===== src/rtl/pipeline_pkg.sv =====
// Shared types and constants for the generic inter-stage pipeline register.
package pipeline_pkg;

  typedef enum logic [1:0] {
    ST_EMPTY = 2'd0,
    ST_ONE   = 2'd1,
    ST_TWO   = 2'd2
  } stage_state_e;

  localparam int STALL_CNT_W = 16;

  // A32 NOP encoding, the bubble for IF/ID instruction payloads.
  localparam logic [31:0] ARM_NOP_INSN = 32'hE320_F000;

endpackage


===== src/rtl/pipeline_stage_register_slot.sv =====
// One payload slot: WIDTH-bit register with load enable that resets to the bubble value.
module stage_slot #(
  parameter int                WIDTH     = 64,
  parameter logic [WIDTH-1:0]  NOP_VALUE = {WIDTH{1'b0}}
) (
  input  logic             clk_i,
  input  logic             rst_ni,
  input  logic             load_i,
  input  logic [WIDTH-1:0] d_i,
  output logic [WIDTH-1:0] q_o
);

  logic [WIDTH-1:0] data_q;

  // Slot storage, cleared to the bubble on reset.
  always_ff @(posedge clk_i or negedge rst_ni) begin
    if (!rst_ni) begin
      data_q <= NOP_VALUE;
    end else if (load_i) begin
      data_q <= d_i;
    end
  end

  assign q_o = data_q;

endmodule


===== src/rtl/pipeline_stage_register.sv =====
// Pipeline stage register: valid/ready handshake, freeze, flush, optional skid slot
// and a saturating stall counter.
module pipeline_stage_register
  import pipeline_pkg::*;
#(
  parameter int               WIDTH     = 64,
  parameter logic [WIDTH-1:0] NOP_VALUE = {WIDTH{1'b0}},
  parameter bit               SKID      = 1'b1
) (
  input  logic                   clk,
  input  logic                   rst,
  input  logic                   freeze,
  input  logic                   flush,
  input  logic                   in_valid,
  output logic                   in_ready,
  input  logic [WIDTH-1:0]       in_data,
  output logic                   out_valid,
  input  logic                   out_ready,
  output logic [WIDTH-1:0]       out_data,
  output logic [STALL_CNT_W-1:0] stall_cycles
);

  stage_state_e            state_q, state_d;
  logic [STALL_CNT_W-1:0]  stall_q, stall_d;
  logic [WIDTH-1:0]        main_q, main_d, skid_q, skid_d;
  logic                    main_load_s, skid_load_s;
  logic                    in_ready_s, out_valid_s, in_fire_s, out_fire_s;

  stage_slot #(.WIDTH(WIDTH), .NOP_VALUE(NOP_VALUE)) u_main (
    .clk_i  (clk),
    .rst_ni (rst),
    .load_i (main_load_s),
    .d_i    (main_d),
    .q_o    (main_q)
  );

  generate
    if (SKID) begin : g_skid
      stage_slot #(.WIDTH(WIDTH), .NOP_VALUE(NOP_VALUE)) u_skid (
        .clk_i  (clk),
        .rst_ni (rst),
        .load_i (skid_load_s),
        .d_i    (skid_d),
        .q_o    (skid_q)
      );
    end else begin : g_no_skid
      assign skid_q = NOP_VALUE;
    end
  endgenerate

  // Handshake qualification; in_ready is forced low while reset is held.
  always_comb begin
    out_valid_s = (state_q != ST_EMPTY) && !freeze;
    if (!rst) begin
      in_ready_s = 1'b0;
    end else if (SKID) begin
      in_ready_s = (state_q != ST_TWO) && !freeze;
    end else begin
      in_ready_s = ((state_q == ST_EMPTY) || out_ready) && !freeze;
    end
    in_fire_s  = in_valid && in_ready_s;
    out_fire_s = out_valid_s && out_ready;
  end

  // Next state and slot loads; flush overrides everything, including freeze.
  always_comb begin
    state_d     = state_q;
    main_load_s = 1'b0;
    main_d      = in_data;
    skid_load_s = 1'b0;
    skid_d      = in_data;
    if (flush) begin
      state_d     = ST_EMPTY;
      main_load_s = 1'b1;
      main_d      = NOP_VALUE;
      skid_load_s = 1'b1;
      skid_d      = NOP_VALUE;
    end else begin
      case (state_q)
        ST_EMPTY: begin
          if (in_fire_s) begin
            state_d     = ST_ONE;
            main_load_s = 1'b1;
          end else begin
            state_d = ST_EMPTY;
          end
        end
        ST_ONE: begin
          if (in_fire_s && out_fire_s) begin
            main_load_s = 1'b1;
          end else if (in_fire_s) begin
            // Only reachable with SKID=1: without skid, in_fire implies out_fire here.
            state_d     = ST_TWO;
            skid_load_s = 1'b1;
          end else if (out_fire_s) begin
            state_d = ST_EMPTY;
          end else begin
            state_d = ST_ONE;
          end
        end
        ST_TWO: begin
          if (out_fire_s) begin
            state_d     = ST_ONE;
            main_load_s = 1'b1;
            main_d      = skid_q;
          end else begin
            state_d = ST_TWO;
          end
        end
        default: begin
          state_d = ST_EMPTY;
        end
      endcase
    end
  end

  // Saturating count of cycles where a visible entry is refused downstream.
  always_comb begin
    if (out_valid_s && !out_ready && (stall_q != {STALL_CNT_W{1'b1}})) begin
      stall_d = stall_q + {{(STALL_CNT_W-1){1'b0}}, 1'b1};
    end else begin
      stall_d = stall_q;
    end
  end

  // Control state and stall counter registers.
  always_ff @(posedge clk or negedge rst) begin
    if (!rst) begin
      state_q <= ST_EMPTY;
      stall_q <= {STALL_CNT_W{1'b0}};
    end else begin
      state_q <= state_d;
      stall_q <= stall_d;
    end
  end

  assign in_ready     = in_ready_s;
  assign out_valid    = out_valid_s;
  assign out_data     = (state_q != ST_EMPTY) ? main_q : NOP_VALUE;
  assign stall_cycles = stall_q;

endmodule


===== config.mk =====
export PLATFORM = sky130hd
export DESIGN_NAME = pipeline_stage_register
export DESIGN_NICKNAME = d
export VERILOG_FILES = /design/src/rtl/pipeline_pkg.sv /design/src/rtl/pipeline_stage_register_slot.sv /design/src/rtl/pipeline_stage_register.sv
export SDC_FILE = /design/constraint.sdc
export NUM_CORES = 1
export LEC_CHECK = 0
export BUFFER_PORTS_ARGS = -buffer_cell sky130_fd_sc_hd__buf_2
export CAP_MARGIN = 20
export CORE_MARGIN = 2
export CORE_UTILIZATION = 40
export DETAILED_ROUTE_END_ITERATION = 8
export GPL_TIMING_DRIVEN = 0
export SLEW_MARGIN = 20
export SYNTH_ARGS = -nofsm -noshare
export SYNTH_HDL_FRONTEND = slang
export SYNTH_HIERARCHICAL = 1
export SYNTH_SLANG_ARGS = --single-unit

===== constraint.sdc =====
create_clock -name clk -period 4.2 [get_ports clk]
set_input_delay 0.21 -clock clk [delete_from_list [all_inputs] [get_ports clk]]
set_output_delay 0.21 -clock clk [all_outputs]
set_load 0.02 [all_outputs]

==> results.sh <==
export IMPL_run_status="finished clean"
export IMPL_synth_area_leader_cell="dfrtp_1"
export IMPL_dp_cells=1142
export IMPL_cts_tree="done"
export IMPL_antenna_left=0
export IMPL_core_rowCount=52
export IMPL_drive_above_1_share_pct=37.06
export IMPL_drt_first_pass_iters=4
export IMPL_syn_nets=792
export IMPL_synth_area_sq_mm=0.008095
export IMPL_syn_avg_cell_area_sq_um=11.23
export IMPL_synth_edf_count=0
export IMPL_grt_pass1_vias=5581
export IMPL_synth_area_leaders="dfrtp_1 (45%), mux2_4 (22%), nor2b_1 (10%)"
export IMPL_cts_resized=0
export IMPL_area_growth_pct=21.98
export IMPL_io_pins=152
export IMPL_ys_ff_latch=146
export IMPL_r2r_cells=8
export IMPL_cts_htree_levels=4
export IMPL_hold_violations=0
export IMPL_crit_arrival_ps=2630
export IMPL_fmax_mhz=351.6
export IMPL_endpoint_kind="output pin"
export IMPL_synth_flop_cell="dfrtp_1"
export IMPL_insertion_delay_ps=430
export IMPL_viasPerCell=4.797
export IMPL_grt_total_usage_pct=17.97
export IMPL_cts_clk_slew_worst_paths_ps=60
export IMPL_yosys_top_cells_count="dfrtp_1 (146), nand2_1 (136), nor2b_1 (131), mux2_4 (121), a21oi_1 (69)"
export IMPL_num_nets_final=963
export IMPL_antenna_found_initial=2
export IMPL_hold_ws_ps=153.9
export IMPL_worst_hold_path_type="in -> reg"
export IMPL_hpwlAfterDp_um=12550
export IMPL_route_vias_total=5641
export IMPL_setup_viol=0
export IMPL_crit_fanout=10
export IMPL_final_area_sq_mm=0.009874
export IMPL_slew_viol_final=0
export IMPL_core_area_sq_mm=0.02004
export IMPL_peakVddDrop_uv=268.4
export IMPL_ys_warn_count=6
export IMPL_postCtsSetupBuffers=0
export IMPL_grt_ovfl_total=0
export IMPL_drc=0
export IMPL_p_leak_uw=0.004901
export IMPL_r2r_setup_slack_ps=1380
export IMPL_rsz0062_at_grt="false"
export IMPL_die_x_um=146.3
export IMPL_start_util_pct=40.40
export IMPL_critPathLaunchType="register"
export IMPL_dpl_cell_area_sq_mm=0.009221
export IMPL_die_h_um=146.3
export IMPL_dp_slack_ps=1261
export IMPL_fin_cells=1176
export IMPL_fin_util_pct=49.28
export IMPL_cts_num_sinks=146
export IMPL_power_density_mw_per_mm2=389.4
export IMPL_max_cap_viol_count=0
export IMPL_cts_buffer_depth=2
export IMPL_cts_buffers=17
export IMPL_skew_ps=9.044
export IMPL_synth_top_area_share_pct=45.13
export IMPL_cp_required_ps=3990
export IMPL_routedWlPerCell_um=16.02
export IMPL_ctsRootBufferMaster="clkbuf_16"
export IMPL_grt_pass1_wl_um=30330
export IMPL_critPathCapture="out_data[38]"
export IMPL_startpoint="state_q[1]"
export IMPL_r2r_start="state_q[1]"
export IMPL_port_buffers=150
export IMPL_relSlewSlack_pct=58.48
export IMPL_place_congestion=0.7623
export IMPL_synth_cell_types=40
export IMPL_drt_iter0_drc=234
export IMPL_routed_wirelength_um=18840
export IMPL_timing_rr_end="g_skid.u_skid/q_o[28]"
export IMPL_yosysSeqAreaShare_pct=45.13
export IMPL_timing_final_crit_period_ps=2844
export IMPL_crit_type="reg -> out"
export IMPL_synthArstFlopShare_pct=100.0
export IMPL_worstMarginPinSlew_ps=622.9
export IMPL_synth_most_common_cell="dfrtp_1"
export IMPL_finalCritPeriodShare_pct=67.71
export IMPL_grt_max_degree=80
export IMPL_dieArea_sq_mm=0.02139
export IMPL_setup_ws_ps=1356
export IMPL_synthCells=721
==> metal layers <==
layer / track usage (%) / vias up / wire length, um
met5: 0 / - / 16
met4: 4.417 / 2 / 196
met3: 5.094 / 16 / 898
met2: 27.48 / 110 / 8516
met1: 25.35 / 2753 / 9215
li1: - / 2760 / -
==> report_power, final <==
part / total, uW / switching, uW / internal, uW / leakage, uW
clock network: 1670 / 617 / 1050 / 0.000313
registers: 1610 / 78.5 / 1530 / 0.00190
logic: 565 / 250 / 315 / 0.00269
total: 3840 / 945 / 2900 / 0.00490
==> stage by stage <==
step,TNS (ps),power (uW)
floorplan,0,2025
global placement,-59370,2193
detailed placement,0,2203
CTS,0,3900
global route,0,4013
finish,0,3845
==> logic make-up (layout without fill, tap and decap cells) <==
group | after synthesis | count (layout) | share of synthesized area, %
mux | 131 | 131 | 23.83
other cells | 0 | 2 | 0
buf+inv | 48 | 231 | 4.930
xor+xnor | 11 | 11 | 1.190
compound gates | 83 | 83 | 5.626
fa+ha+maj | 1 | 1 | 0.1545
simple gates | 301 | 301 | 19.13
flops | 146 | 146 | 45.13
==> timing repair <==
action	CTS	global route
hold endpoints to repair	70	0
endpoints found under the setup margin	0	0
hold buffers	1	0
==> registers in the layout (all words and copies together), names as in the netlist <==
name	flops
stall_cycles	16
g_skid.u_skid/q_o	64
state_q	2
u_main/q_o	64
==> placed cells by master, fill, tap and decap left out, types with 4 or more instances in the layout <==
cell / count
nand2_1: 136
bufinv_16: 5
mux2_4: 121
clkbuf_16: 17
mux2_2: 10
dfrtp_1: 146
buf_12: 12
buf_2: 149
a21oi_1: 69
nor2_1: 5
o21ai_0: 4
nor2b_1: 131
xnor2_1: 10
clkbuf_1: 30
nand4_1: 6
clkinv_2: 4
==> area by class of cell <==
cell class	instances	area, sq um
tap	270	337.8
buffer	48	399.1
timing repair buffer	152	798.3
sequential	146	3654
clock buffer	17	425.4
clock inverter	14	212.7
fill	1888	10160
antenna	2	5.005
multi-input combinational	527	4043
==> worst min path at each step <==
stage / endpoint / start / cells past startpoint
after floorplan: g_skid.u_skid/q_o[0] / rst / 0
after global placement: u_main/q_o[56] / u_main/q_o[56] / 1
after detailed placement: g_skid.u_skid/q_o[6] / rst / 1
after CTS: state_q[0] / freeze / 4
after global routing: g_skid.u_skid/q_o[52] / in_data[52] / 3
final: g_skid.u_skid/q_o[1] / in_data[1] / 3
==> worst max-delay path, cell delays in order (launching register included) <==
cell      delay (ps)
dfrtp_1          440
nor2_2           420
buf_1            520
clkbuf_1         490
nor2b_1          140
buf_2            190
(Power assumes the default switching activity.)
